==> src/rtl/semiring_reduce_pipe_pkg.sv <==
// Shared mode encodings and arithmetic helpers for the semiring reduction pipe.
// Helpers work at a fixed 64-bit width; callers truncate the result to W.
package semiring_pkg;

   localparam logic [1:0] MODE_MAXMIN  = 2'd0;
   localparam logic [1:0] MODE_MINMAX  = 2'd1;
   localparam logic [1:0] MODE_MINPLUS = 2'd2;
   localparam logic [1:0] MODE_MAXPLUS = 2'd3;

   localparam int SAT_MAXW = 64;
   localparam logic [SAT_MAXW:0] SAT_ONE = {{SAT_MAXW{1'b0}}, 1'b1};

   // Unsigned add of two w-bit values, clamped to 2^w-1 on carry-out.
   function automatic logic [SAT_MAXW-1:0] sat_add(input logic [SAT_MAXW-1:0] a,
                                                   input logic [SAT_MAXW-1:0] b,
                                                   input int unsigned w);
      logic [SAT_MAXW:0] s;
      logic [SAT_MAXW:0] lim;
      s   = {1'b0, a} + {1'b0, b};
      lim = (SAT_ONE << w) - SAT_ONE;
      return (s > lim) ? lim[SAT_MAXW-1:0] : s[SAT_MAXW-1:0];
   endfunction

   // Modes with even encoding reduce by min (identity all-ones); odd ones reduce by max.
   function automatic logic [SAT_MAXW-1:0] reduce_identity(input logic [1:0] mode);
      return mode[0] ? '0 : '1;
   endfunction

endpackage

==> src/rtl/semiring_reduce_pipe_cell.sv <==
// One semiring operator: the mode's combine op or its reduce op, purely combinational.
module semiring_cell
   import semiring_pkg::*;
#(
   parameter int W = 16
) (
   input  logic [W-1:0] x,
   input  logic [W-1:0] y,
   input  logic [1:0]   mode,
   input  logic         sel_combine,
   output logic [W-1:0] z
);

   logic [W-1:0] mx, mn, sm;

   assign mx = (x > y) ? x : y;
   assign mn = (x < y) ? x : y;
   assign sm = W'(sat_add(SAT_MAXW'(x), SAT_MAXW'(y), W));

   always_comb begin
      z = mn;
      if (sel_combine) begin
         case (mode)
            MODE_MAXMIN: z = mx;
            MODE_MINMAX: z = mn;
            default:     z = sm;
         endcase
      end else begin
         z = mode[0] ? mx : mn;
      end
   end

endmodule

==> src/rtl/semiring_reduce_pipe.sv <==
// Pipelined K-lane semiring dot-product reduction with a global-stall valid/ready pipe.
// Tree nodes live in a heap array: node n has children 2n+1 and 2n+2, leaves at K-1..2K-2.
module semiring_reduce_pipe
   import semiring_pkg::*;
#(
   parameter int W = 16,
   parameter int K = 4
) (
   input  logic           clk,
   input  logic           rst_n,
   input  logic           in_valid,
   output logic           in_ready,
   input  logic [1:0]     in_mode,
   input  logic [K*W-1:0] in_a,
   input  logic [K*W-1:0] in_b,
   input  logic [W-1:0]   in_c,
   input  logic           in_acc_en,
   output logic           out_valid,
   input  logic           out_ready,
   output logic [W-1:0]   out_data,
   output logic [1:0]     out_mode
);

   localparam int LOGK  = $clog2(K);
   localparam int NODES = 2*K - 1;

   logic [LOGK+1:0]           vld_pipe;
   logic [NODES-1:0][W-1:0]   node_d, node_q;
   logic [LOGK:0][1:0]        mode_q;
   logic [LOGK:0][W-1:0]      c_q;
   logic [LOGK:0]             acc_q;
   logic [W-1:0]              seed, fin_z;
   logic                      stall;

   assign out_valid = vld_pipe[LOGK+1];
   assign stall     = out_valid && !out_ready;
   assign in_ready  = !stall;

   genvar i, d, j;
   for (i = 0; i < K; i++) begin : g_comb
      semiring_cell #(.W(W)) u_cell (
         .x(in_a[i*W +: W]), .y(in_b[i*W +: W]), .mode(in_mode),
         .sel_combine(1'b1), .z(node_d[K-1+i]));
   end

   // Level d of the tree consumes the stage that holds level d+1 and its mode.
   for (d = 0; d < LOGK; d++) begin : g_lvl
      for (j = 0; j < (1 << d); j++) begin : g_node
         localparam int N = (1 << d) - 1 + j;
         semiring_cell #(.W(W)) u_cell (
            .x(node_q[2*N+1]), .y(node_q[2*N+2]), .mode(mode_q[LOGK-1-d]),
            .sel_combine(1'b0), .z(node_d[N]));
      end
   end

   assign seed = acc_q[LOGK] ? c_q[LOGK] : W'(reduce_identity(mode_q[LOGK]));

   semiring_cell #(.W(W)) u_final (
      .x(node_q[0]), .y(seed), .mode(mode_q[LOGK]), .sel_combine(1'b0), .z(fin_z));

   always_ff @(posedge clk or negedge rst_n) begin
      if (!rst_n) begin
         vld_pipe <= '0;
         node_q   <= '0;
         mode_q   <= '0;
         c_q      <= '0;
         acc_q    <= '0;
         out_data <= '0;
         out_mode <= '0;
      end else if (!stall) begin
         vld_pipe <= {vld_pipe[LOGK:0], in_valid};
         node_q   <= node_d;
         mode_q   <= {mode_q[LOGK-1:0], in_mode};
         c_q      <= {c_q[LOGK-1:0], in_c};
         acc_q    <= {acc_q[LOGK-1:0], in_acc_en};
         out_data <= fin_z;
         out_mode <= mode_q[LOGK];
      end
   end

endmodule

==> config.mk <==
export PLATFORM = sky130hd
export DESIGN_NAME = semiring_reduce_pipe
export DESIGN_NICKNAME = d
export VERILOG_FILES = /design/src/rtl/semiring_reduce_pipe_pkg.sv /design/src/rtl/semiring_reduce_pipe_cell.sv /design/src/rtl/semiring_reduce_pipe.sv
export SDC_FILE = /design/constraint.sdc
export NUM_CORES = 1
export LEC_CHECK = 0
export BUFFER_PORTS_ARGS = -buffer_cell sky130_fd_sc_hd__buf_2
export CORE_MARGIN = 5
export CORE_UTILIZATION = 37
export DETAILED_ROUTE_END_ITERATION = 12
export SLEW_MARGIN = 10
export SYNTH_ARGS = -nofsm -noshare
export SYNTH_HDL_FRONTEND = slang
export SYNTH_SLANG_ARGS = --single-unit
==> constraint.sdc <==
create_clock -name clk -period 7.7 [get_ports clk]
set_input_delay 0.385 -clock clk [delete_from_list [all_inputs] [get_ports clk]]
set_output_delay 0.385 -clock clk [all_outputs]
set_load 0.1 [all_outputs]
* Yosys cells after proc, flatten, opt, wreduce, memory -nomap -nowiden
Index checks and enable logic that the tools add are counted.
** Word-level totals
- Register bits after elaboration :: 191
- Input port bits :: 151
- Output and inout port bits :: 20
** Cells by class
- $add $sub $neg :: 4
- $lt $le $gt $ge :: 20
- Eq/ne operators :: 1
- Muxes and demuxes :: 30
- Reductions and logical operators :: 4
** Operators by type and width (number)
- two-way mux 16 bit :: 26
- > comparator 16 bit :: 8
- less-than comparator 16 bit :: 8
- one-hot mux 16 bit (2 select lines) :: 4
- adder 16 x 16 -> 17 bit :: 4
- > comparator 17 x 16 -> 1 bit (second input constant) :: 4
- == test 2 x 1 -> 1 bit (second input constant) :: 1
- logical NOT 1 bit :: 2
- logical NOT 2 bit :: 1
- logical AND 1 bit :: 1

* Depth between registers and ports, before layout
Gate-level depths: netlist of run 1.
- Depth after elaboration :: 5
- Depth in mapped cells :: 15

* By module
Synthesis of run 1 repeated with hierarchy kept, for this count alone.
** Second synthesis, totals
- Cells, all modules :: 2776
- Area, all modules :: 24802.5 sq um
** Modules (own cells, without submodules)
- semiring_cell at g_comb[1].u_cell ... :: instances 5, cells an instance 293, area each 2143.3 sq um, seq. area each 0.0 sq um
- semiring_reduce_pipe :: instances 1, cells an instance 427, area each 7661.1 sq um, seq. area each 4779.6 sq um
- semiring_cell at g_comb[2].u_cell :: instances 1, cells an instance 293, area each 2168.3 sq um, seq. area each 0.0 sq um
- semiring_cell at g_comb[0].u_cell :: instances 1, cells an instance 293, area each 2154.6 sq um, seq. area each 0.0 sq um
- semiring_cell at u_final :: instances 1, cells an instance 298, area each 2102.0 sq um, seq. area each 0.0 sq um

* Least setup slack after synthesis of run 1
Ideal clock, no wire load.
- Path kind :: register -> register
- From :: reg mode_q[4] (netlist name)
- To :: reg out_data[12]
- Setup time :: 0.129 ns
- Arrival :: 3.085 ns
- Required time :: 7.571 ns
- Slack :: 4.486 ns
- Cell stages (with the launch flop) :: 16
- Path buffers :: 5
- Period minus slack after synthesis :: 3.214 ns
- Cells stage by stage :: dfrtp_1 > clkbuf_1 > nor2_1 > clkbuf_1 > a21oi_1 > ha_1 > a21o_1 > a21o_1 > a21oi_1 > o21a_1 > o221a_2 > buf_2 > clkbuf_1 > buf_1 > a211o_1 > o21ai_0
** Between the ends
- Word-level cells in the longest chain between the ends :: 5
** Ends and longest elaborated chain
- from (decl) :: RTL line semiring_reduce_pipe.sv:29 : logic [LOGK:0][1:0] mode_q;
- from (signal assigned) :: RTL line semiring_reduce_pipe.sv:73 : mode_q <= {mode_q[LOGK-1:0], in_mode};
- two-way mux 16 bit :: RTL line semiring_reduce_pipe_pkg.sv:26 : return mode[0] ? '0 : '1;
- two-way mux 16 bit :: RTL line semiring_reduce_pipe.sv:56 : assign seed = acc_q[LOGK] ? c_q[LOGK] : W'(reduce_identity(mode_q[LOGK]));
- less-than comparator 16 bit or > comparator 16 bit (tied branches) :: RTL line semiring_reduce_pipe_cell.sv:17, semiring_reduce_pipe_cell.sv:16
- two-way mux 16 bit, on equally long branches :: RTL line semiring_reduce_pipe_cell.sv:17, semiring_reduce_pipe_cell.sv:16
- two-way mux 16 bit (*) :: RTL line semiring_reduce_pipe_cell.sv:29 : z = mode[0] ? mx : mn;
- to (signal assigned) :: RTL line semiring_reduce_pipe.sv:76 : out_data <= fin_z;
- to (decl) :: RTL line semiring_reduce_pipe.sv:20 : output logic [W-1:0] out_data,
Every way passes the cells marked *; elsewhere a longest branch is shown, timed or not.
A chain may end at the register's enable or synchronous reset.

* Worst setup path in the final report of run 1
- From :: reg acc_q[2]
- To :: reg out_data[15]
** Between the ends
- Word-level cells in the longest chain between the ends :: 4
** Ends and longest elaborated chain
- from (decl) :: RTL line semiring_reduce_pipe.sv:31 : logic [LOGK:0] acc_q;
- from (signal assigned) :: RTL line semiring_reduce_pipe.sv:75 : acc_q <= {acc_q[LOGK-1:0], in_acc_en};
- two-way mux 16 bit (*) :: RTL line semiring_reduce_pipe.sv:56
- less-than comparator 16 bit or > comparator 16 bit (tied branches) :: RTL line semiring_reduce_pipe_cell.sv:17, semiring_reduce_pipe_cell.sv:16
- two-way mux 16 bit, on equally long branches :: RTL line semiring_reduce_pipe_cell.sv:17, semiring_reduce_pipe_cell.sv:16
- two-way mux 16 bit (*) :: RTL line semiring_reduce_pipe_cell.sv:29
Marks and branches as above.

==> results of run 1 <==
logic make-up after synthesis:
kind of cell | after synthesis | share of synthesized area
AND/OR/NAND/NOR | 645 | 0.195
AO/OA/AOI/OAI | 415 | 0.194
buffers and inverters | 261 | 0.0664
adder cells (fa/ha/maj) | 196 | 0.162
flip-flops | 191 | 0.312
multiplexers | 63 | 0.0441
XOR/XNOR | 46 | 0.0263
path summary, 6_finish.rpt:
path | slack [ns] | from | end | cells past startpoint
worst max-delay path | 3.17 | acc_q[2]$_DFFE_PN0N_ | out_data[15]$_DFFE_PN0N_ | 11
worst min-delay path | 0.15 | in_c[0] | c_q[0]$_DFFE_PN0N_ | 3
worst max register to register | 3.17 | acc_q[2]$_DFFE_PN0N_ | out_data[15]$_DFFE_PN0N_ | 11
worst min register to register | 0.46 | vld_pipe[2]$_DFFE_PN0N_ | vld_pipe[2]$_DFFE_PN0N_ | 2
max in group asynchronous | 5.20 | rst_n | node_q[77]$_DFFE_PN0N_ | 4
min in group asynchronous | 0.50 | rst_n | out_mode[0]$_DFFE_PN0N_ | 2
power by group through the flow:
stage / Sequential (W) / Combinational, W / Clock [W]
2_1_floorplan: 0.00203 / 0.00201 / 0
4_1_cts: 0.00185 / 0.00300 / 0.000856
5_1_grt: 0.00189 / 0.00336 / 0.000890
6_report: 0.00184 / 0.00298 / 0.000834
3_3_place_gp: 0.00186 / 0.00292 / 0
3_5_place_dp: 0.00186 / 0.00299 / 0
metrics by stage:
stage / utilization / instances / instance area [sq um]
4_1_cts: 0.419 / 2473 / 17100
5_1_grt: 0.419 / 2473 / 17100
3_5_place_dp: 0.405 / 2441 / 16600
3_3_place_gp: 0.405 / 2441 / 16600
2_1_floorplan: - / 1817 / 15300
6_report: 0.419 / 2473 / 17100
cells in the final DEF (no fill, tap or decap), types with 20 or more instances in the layout:
| master | n |
|---|---|
| nand2b_1 | 20 |
| o311ai_0 | 48 |
| nor3_1 | 33 |
| ha_1 | 192 |
| a21oi_1 | 89 |
| dfrtp_1 | 191 |
| xnor2_1 | 31 |
| inv_1 | 167 |
| mux2i_1 | 51 |
| o21ai_0 | 59 |
| nor2_1 | 128 |
| nand3_1 | 51 |
| nor3b_1 | 21 |
| nand2_1 | 283 |
| a311oi_1 | 26 |
| buf_2 | 169 |
| nand4_1 | 30 |
| nor2b_1 | 26 |
| o21bai_1 | 23 |
| a21o_1 | 35 |
layout make-up:
| cell class | count | area, sq um |
|---|---|---|
| flip-flops and latches | 191 | 4780 |
| fillers | 4171 | 23800 |
| clock inverters | 14 | 109 |
| multi-input cells | 1365 | 9540 |
| inverters | 170 | 643 |
| repair buffers | 184 | 980 |
| well taps | 532 | 666 |
| clock buffers | 17 | 425 |
Yosys cell counts (4+ instances only):
library cell,count
a211o_1,16
a211oi_1,6
a21o_1,35
a21oi_1,89
a221oi_1,19
a311oi_1,26
a31oi_1,10
and2_1,6
buf_1,5
buf_2,10
clkbuf_1,72
dfrtp_1,191
fa_1,4
ha_1,192
inv_1,168
mux2_2,6
mux2i_1,54
nand2_1,283
nand2b_1,20
nand3_1,51
nand4_1,30
nor2_1,128
nor2b_1,27
nor3_1,33
nor3b_1,21
nor4_1,7
nor4b_1,14
o211ai_1,4
o21a_1,10
o21ai_0,59
o21ai_1,6
o21bai_1,23
o221a_2,5
o221ai_1,5
o22ai_1,14
o311ai_0,48
o31ai_1,7
or3_1,7
or4_1,4
xnor2_1,31
xor2_1,15
routing by layer:
| layer | GRT usage | vias up | wire length, um |
|---|---|---|---|
| met5 | 0 | - | 0 |
| met4 | 0.0404 | 0 | 632 |
| met3 | 0.0249 | 38 | 1510 |
| met2 | 0.292 | 228 | 19100 |
| met1 | 0.255 | 6351 | 20100 |
| li1 | - | 6651 | - |
critical path, cell delays in order, from the launching register on:
cell and delay [ns]:
dfrtp_1 0.63, nor2_1 0.85, a21oi_1 0.13, ha_1 0.35
a21o_1 0.18, a21o_1 0.17, a21oi_1 0.13, o21a_1 0.14
o221a_2 0.65, nor2b_1 0.91, nor3b_1 0.10, o21ai_0 0.21
sequential cells by signal, indices dropped and copies added (netlist names):
name,count
node_q,112
c_q,48
acc_q,3
vld_pipe,4
out_mode,2
mode_q,6
out_data,16
==> impl_metrics.ini, run 1 <==
[setup_path]
cp-end-kind = flip-flop
crit_type = flip-flop to flip-flop
critPathArrivalTime_ns = 4.88
worstSetupStartpointType = flip-flop
path_max_fanout = 35
cp_data_required_time_ns = 8.05

[sta]
period_share = 0.589
hold_viol = 0
fin_crit_ns = 4.53
setup_tns_ns = 0
worst_hold_slack_ns = 0.147
finalSetupViolations = 0
timing.slew.headroom = 0.252
layout_setup_ws_ns = 3.17
fin_skew_ns = 0.0102
finalMaxSlewViolations = 0
rsz0062_at_grt = no
tightestPinTransition_ns = 1.12
fmax_ghz = 0.221

[cts]
cts_hold_buf = 1
h-tree-depth = 4
clock-sinks = 191
cts_buffers = 17
cts_root_buffer = clkbuf_16
clock_latency_ns = 0.44
cts_tree = done
clkSlewWorstSetupHoldPaths_ns = 0.07
clock_path_buffers = 2
cts_setup_buffers = 0
cts_resized = 0

[layout]
num_antenna_cells = 0
area_delta_synth_final_pct = 12.0
fin_nets = 2276
drive_above_1_share = 0.131

[flow_run]
drv_cap = 0

[detailed_routing]
first_pass_iters = 6
wirelength_um = 41300
drtIter0Drc = 816
via_per_inst = 5.37
wl_per_cell_um = 16.7
route.detailed.drc = 0
ant_nets = 0
num_vias = 13268

[hold_path]
hp-class = primary input to flip-flop

[floorplan]
die_h_um = 213
pin_count = 171
fp.dieArea_sq_um = 45500
start_util = 0.374
core_area_sq_um = 40900
die_w_um = 213
row_count = 74

[yosys]
syn_area_sq_um = 15300
ys_types = 74
synthTopCellsByArea = dfrtp_1 31%, ha_1 16%, nand2_1 6.9%
syn_nets = 2164
synthCells = 1817
async_flop_share = 1.00
avgSynthCellArea_sq_um = 8.43
synth.yosys.seq_area_share = 0.312
synth_edf_count = 0
synth_warnings = 0
synth_top_area_cell = dfrtp_1
ys.flop_type = dfrtp_1
ys_ff_latch = 191
synth_top_area_share = 0.312

[global_routing]
antenna_found_initial = 0
grt_first_pass_wirelength_um = 67100
grt_overflow = 0
grt_pass1_vias = 13110
grt_max_degree = 167
track_usage = 0.179

[placement]
preCtsSetupSlack_ns = 3.16
gp_congestion = 0.853
port_buffers = 170
hpwl_um = 31900

[pwr]
leakagePower_nw = 8.43
powerDensity_nw_per_um2 = 330
p_seq_frac = 0.326
p_int_w = 0.00296
clkPwrFrac = 0.147
ir_drop_uv = 200
p_switching_w = 0.00269
switching_share = 0.476
combPwrFrac = 0.527
power_w = 0.00566

[run_status]
status = finished clean
No activity file was read; power rests on OpenSTA's default activity.
==> run 2, diff against run 1 <==
- clock period: 7.7 -> 3.69 ns (I/O delays scaled with it)
==> run 2 against run 1 <==
  * Combinational power is 120% higher
  * Fmax is 37% higher
  * Clock-buffer cell count is 5 higher
  * Cell count is 1.3% higher
  * Worst setup slack worse by 2.8 ns
  * Power is 110% higher
  * Hold slack worse by 0.068 ns
  * Critical path type unchanged
  * Largest power group unchanged
==> impl_metrics.ini, run 2 (same netlist as run 1, synthesis figures left out) <==
[setup_path]
cp_data_required_time_ns = 4.05
worstSetupStartpointType = flip-flop
path_buf_inv = 2
path_cells = nor2_1, buf_4, a21oi_1, ha_1, nand4_1, or3_1, o221a_2, nor3b_1, buf_4, nor3b_1, o21ai_0
path_max_fanout = 9
critPathArrivalTime_ns = 3.66
r2r-end = out_data[4]$_DFFE_PN0N_
crit_path_max_incr_delay_ns = 0.67
rrSetupSlack_ns = 0.38
worstReg2RegStart = mode_q[4]$_DFFE_PN0N_
cp-end-kind = flip-flop
r2r.worst_path.cells = 11
cp_slowest_cell = nor3b_1
crit_family = simple AND/OR/NAND/NOR gates
crit_type = flip-flop to flip-flop

[global_routing]
grt_max_degree = 216
grt_pass1_vias = 13035
grt_overflow = 0
antenna_found_initial = 0
track_usage = 0.183
grt_first_pass_wirelength_um = 68200

[cts]
clock_path_buffers = 2
clock-sinks = 191
cts_resized = 0
h-tree-depth = 4
cts_root_buffer = clkbuf_16
clock_latency_ns = 0.44
cts_buffers = 17
cts_tree = done
clkSlewWorstSetupHoldPaths_ns = 0.07

[placement]
dpl_cell_area_sq_um = 16700
port_buffers = 170
hpwl_um = 32500
gp_congestion = 0.879
preCtsSetupSlack_ns = 0.435

[pwr]
leakagePower_nw = 8.60
powerDensity_nw_per_um2 = 690
ir_drop_uv = 439

[hold_path]
hp-start = out_ready
hold_end = vld_pipe[2]$_DFFE_PN0N_
whs_path_depth = 4
hp-class = primary input to flip-flop

[sta]
rsz0062_at_grt = no
fin_skew_ns = 0.0117
fmax_ghz = 0.302
layout_setup_ws_ns = 0.381
fin_crit_ns = 3.31
tightestPinTransition_ns = 0.977
finalMaxSlewViolations = 0
finalSetupViolations = 0
hold_viol = 0
setup_tns_ns = 0
timing.slew.headroom = 0.348
period_share = 0.897

[layout]
fin_nets = 2309
top_register = node_q
layout_commonest_cell = nand2_1
mostFrequentLayoutCells = 283 x nand2_1, 192 x ha_1, 191 x dfrtp_1, 169 x buf_2, 167 x inv_1
largest_register_ff_count = 112
area_delta_synth_final_pct = 14.3
drive_above_1_share = 0.136
fin_area_sq_um = 17500
num_antenna_cells = 0
finish.utilization = 0.427
largestRegisters = node_q (112), c_q (48), out_data (16)

[floorplan]
pin_count = 171
die_h_um = 213
fp.dieArea_sq_um = 45500
start_util = 0.374
row_count = 74
core_area_sq_um = 40900
die_w_um = 213

[detailed_routing]
drtIter0Drc = 842
route.detailed.drc = 0
num_vias = 13388
via_per_inst = 5.34
first_pass_iters = 5
ant_nets = 0
wl_per_cell_um = 16.9
wirelength_um = 42400

[run_status]
status = finished clean

[flow_run]
drv_cap = 0
## run 2: changes by cell type in the layout (fill, tap and decap cells not counted), sizes merged
cell	change
inv	-2
buf	+15
clkbuf	+5
clkinv	-3
clkinvlp	-1
bufinv	+1
dlygate4sd3	+18
## run 2: routing by layer
metal / vias up / wire length, um / track usage
met2: 225 / 19800 / 0.298
met4: 0 / 409 / 0.0344
met3: 23 / 1370 / 0.0231
met5: - / 0 / 0
met1: 6425 / 20800 / 0.265
li1: 6715 / - / -
## run 2: repair_timing
action,CTS,global route
endpoints found under the hold margin,116,0
buffers inserted,0,0
hold buffers,19,0
## run 2: report_power, final
group	total, W	internal [W]	switching [W]
registers	0.00378	0.00301	0.000764
logic	0.00644	0.00240	0.00404
clock network	0.00185	0.00101	0.000840
## run 2: worst max-delay path by stage
stage	from	to	slack (ns)	depth (start not counted)
floorplan	mode_q[4]$_DFFE_PN0N_	out_data[12]$_DFFE_PN0N_	0.48	15
global placement	mode_q[4]$_DFFE_PN0N_	out_data[4]$_DFFE_PN0N_	0.52	11
detailed placement	mode_q[4]$_DFFE_PN0N_	out_data[4]$_DFFE_PN0N_	0.43	11
CTS	mode_q[4]$_DFFE_PN0N_	out_data[4]$_DFFE_PN0N_	0.39	11
global route	mode_q[4]$_DFFE_PN0N_	out_data[8]$_DFFE_PN0N_	0.12	11
finish	mode_q[4]$_DFFE_PN0N_	out_data[4]$_DFFE_PN0N_	0.38	11
## run 2: layout make-up
cell class	instances	area [sq um]
Clock buffer	22	484
Clock inverter	9	97.6
Fill cell	4176	23400
Inverter	170	643
Multi-Input combinational cell	1365	9540
Sequential cell	191	4780
Tap cell	532	666
Timing Repair Buffer	217	1280
## run 2: through the flow
step / hold slack [ns] / cells / total power, W
finish: 0.0791 / 2506 / 0.0121
global route: 0.0828 / 2506 / 0.0131
CTS: 0.0629 / 2506 / 0.0122
detailed placement: 0.343 / 2456 / 0.0102
global placement: 0.367 / 2456 / 0.0101
floorplan: -0.111 / 1817 / 0.00845
## run 2: tightest hold or removal path, stage by stage
cell and delay (ns):
buf_2 0.10, nor2b_4 0.09, nand2_1 0.08, nand2_1 0.04
==> run 3, diff against run 2 <==
- clock period: 3.69 -> 3.1 ns (I/O delays scaled with it)
==> run 3 against run 2 <==
  * Register-to-register slack worse by 0.25 ns
  * Utilization up 0.48 points
  * Worst setup slack worse by 0.25 ns
  * Sequential share of layout area down 0.30 points
  * Highest routed layer unchanged
  * Largest cell class unchanged
==> impl_metrics.ini, run 3 (same netlist as run 1, synthesis figures left out) <==
[global_routing]
grt_max_degree = 130
grt_first_pass_wirelength_um = 69000
antenna_found_initial = 0
grt_pass1_vias = 13271
track_usage = 0.185
grt_overflow = 0

[flow_run]
drv_cap = 0

[cts]
h-tree-depth = 4
cts_buffers = 17
cts_root_buffer = clkbuf_16
clkSlewWorstSetupHoldPaths_ns = 0.07
cts_tree = done
clock-sinks = 191
clock_path_buffers = 2
clock_latency_ns = 0.43

[layout]
fin_area_sq_um = 17700
top_register = node_q
num_antenna_cells = 0
drive_above_1_share = 0.146
regArea_sq_um = 4780
area_delta_synth_final_pct = 15.5
multi_input_area_sq_um = 9570
fill_cells = 4154
layout_commonest_cell = nand2_1
finish.cell_count_without_fillers = 2524
fin_nets = 2327
largest_register_ff_count = 112
mostFrequentLayoutCells = 283 x nand2_1, 192 x ha_1, 191 x dfrtp_1, 170 x buf_2, 167 x inv_1
largestRegisters = node_q (112), c_q (48), out_data (16)

[placement]
hpwl_um = 33300
dpl.cell_count = 2470
preCtsSetupSlack_ns = -0.0118
port_buffers = 170
dpl_cell_area_sq_um = 16800
gp_congestion = 0.848

[hold_path]
hp-class = primary input to flip-flop
whs_path_depth = 3
hp-start = in_b[54]
hold_end = node_q[102]$_DFFE_PN0N_

[pwr]
p_switching_w = 0.00686
powerDensity_nw_per_um2 = 832
p_int_w = 0.00786
switching_share = 0.466
clkPwrFrac = 0.153
ir_drop_uv = 508
leakagePower_nw = 8.70
combPwrFrac = 0.540
p_seq_frac = 0.307

[sta]
period_share = 0.959
hold_viol = 0
timing.slew.headroom = 0.367
layout_setup_ws_ns = 0.128
tightestPinTransition_ns = 0.950
finalMaxSlewViolations = 0
worst_hold_slack_ns = 0.0887
fin_skew_ns = 0.00881
finalSetupViolations = 0
fmax_ghz = 0.337
fin_crit_ns = 2.97

[setup_path]
r2r-end = out_data[0]$_DFFE_PN0N_
path_depth = 10
r2r.worst_path.cells = 10
path_cells = buf_4, a21oi_1, ha_1, nand4_1, or3_1, o221a_2, buf_6, or2_2, mux2i_1, a221o_1
crit_type = flip-flop to flip-flop
rrSetupSlack_ns = 0.13
worstSetupStartpointType = flip-flop
worstReg2RegStart = acc_q[2]$_DFFE_PN0N_
path_buf_inv = 2
cp-end-kind = flip-flop
crit_path_max_incr_delay_ns = 0.40
cp_data_required_time_ns = 3.41
path_max_fanout = 21
crit_family = simple AND/OR/NAND/NOR gates
cp_slowest_cell = dfrtp_1
critPathArrivalTime_ns = 3.28

[floorplan]
die_w_um = 213
row_count = 74
core_area_sq_um = 40900
pin_count = 171
start_util = 0.374
fp.dieArea_sq_um = 45500
die_h_um = 213

[detailed_routing]
route.detailed.drc = 0
via_per_inst = 5.35
wl_per_cell_um = 17.0
first_pass_iters = 5
drtIter0Drc = 881
num_vias = 13514
ant_nets = 0
wirelength_um = 42900

[run_status]
status = finished clean
==> run 3: through the flow <==
step	utilization	power [W]	TNS (ns)
after floorplan	-	0.0101	0
after global placement	0.412	0.0121	0
after detailed placement	0.412	0.0123	-0.0227
after CTS	0.431	0.0147	0
after global routing	0.432	0.0160	-0.0111
final	0.432	0.0147	0
==> run 3: timing repair <==
item | CTS | global route
setup buffers | 0 | 3
hold buffers | 19 | 0
gates cloned | 0 | 1
resized for setup | 1 | 10
setup endpoints to repair | 7 | 13
pin swaps | 0 | 1
endpoints found under the hold margin | 100 | 0
==> run 3: worst max-delay path by stage <==
stage	start	endpoint
finish	acc_q[2]$_DFFE_PN0N_	out_data[0]$_DFFE_PN0N_
CTS	mode_q[4]$_DFFE_PN0N_	out_data[1]$_DFFE_PN0N_
global route	acc_q[2]$_DFFE_PN0N_	out_data[0]$_DFFE_PN0N_
global placement	mode_q[4]$_DFFE_PN0N_	out_data[9]$_DFFE_PN0N_
detailed placement	mode_q[4]$_DFFE_PN0N_	out_data[12]$_DFFE_PN0N_
floorplan	mode_q[4]$_DFFE_PN0N_	out_data[12]$_DFFE_PN0N_
==> run 3: tightest hold or removal path, cell delays in order <==
cell,delay [ns]
buf_2,0.10
mux2i_1,0.09
a21oi_1,0.14
==> run 3: final cells by class <==
cell class              count  share of cell area
repair buffers            235              0.0813
well taps                 532              0.0376
flip-flops and latches    191               0.270
inverters                 170              0.0364
multi-input cells        1365               0.541
clock buffers              18              0.0248
clock inverters            13             0.00877
==> run 3: power by group through the flow <==
stage	logic, W	registers (W)	clock network (W)
after detailed placement	0.00780	0.00455	0
final	0.00795	0.00452	0.00225
after CTS	0.00787	0.00451	0.00232
after floorplan	0.00502	0.00505	0
after global placement	0.00759	0.00455	0
after global routing	0.00891	0.00465	0.00242
==> run 3: layer usage <==
metal,wire length [um],GRT usage,part of all wire
met1,20600,0.264,0.48
met2,20200,0.303,0.47
met3,1430,0.0233,0.033
met4,608,0.0395,0.014
met5,0,0,0
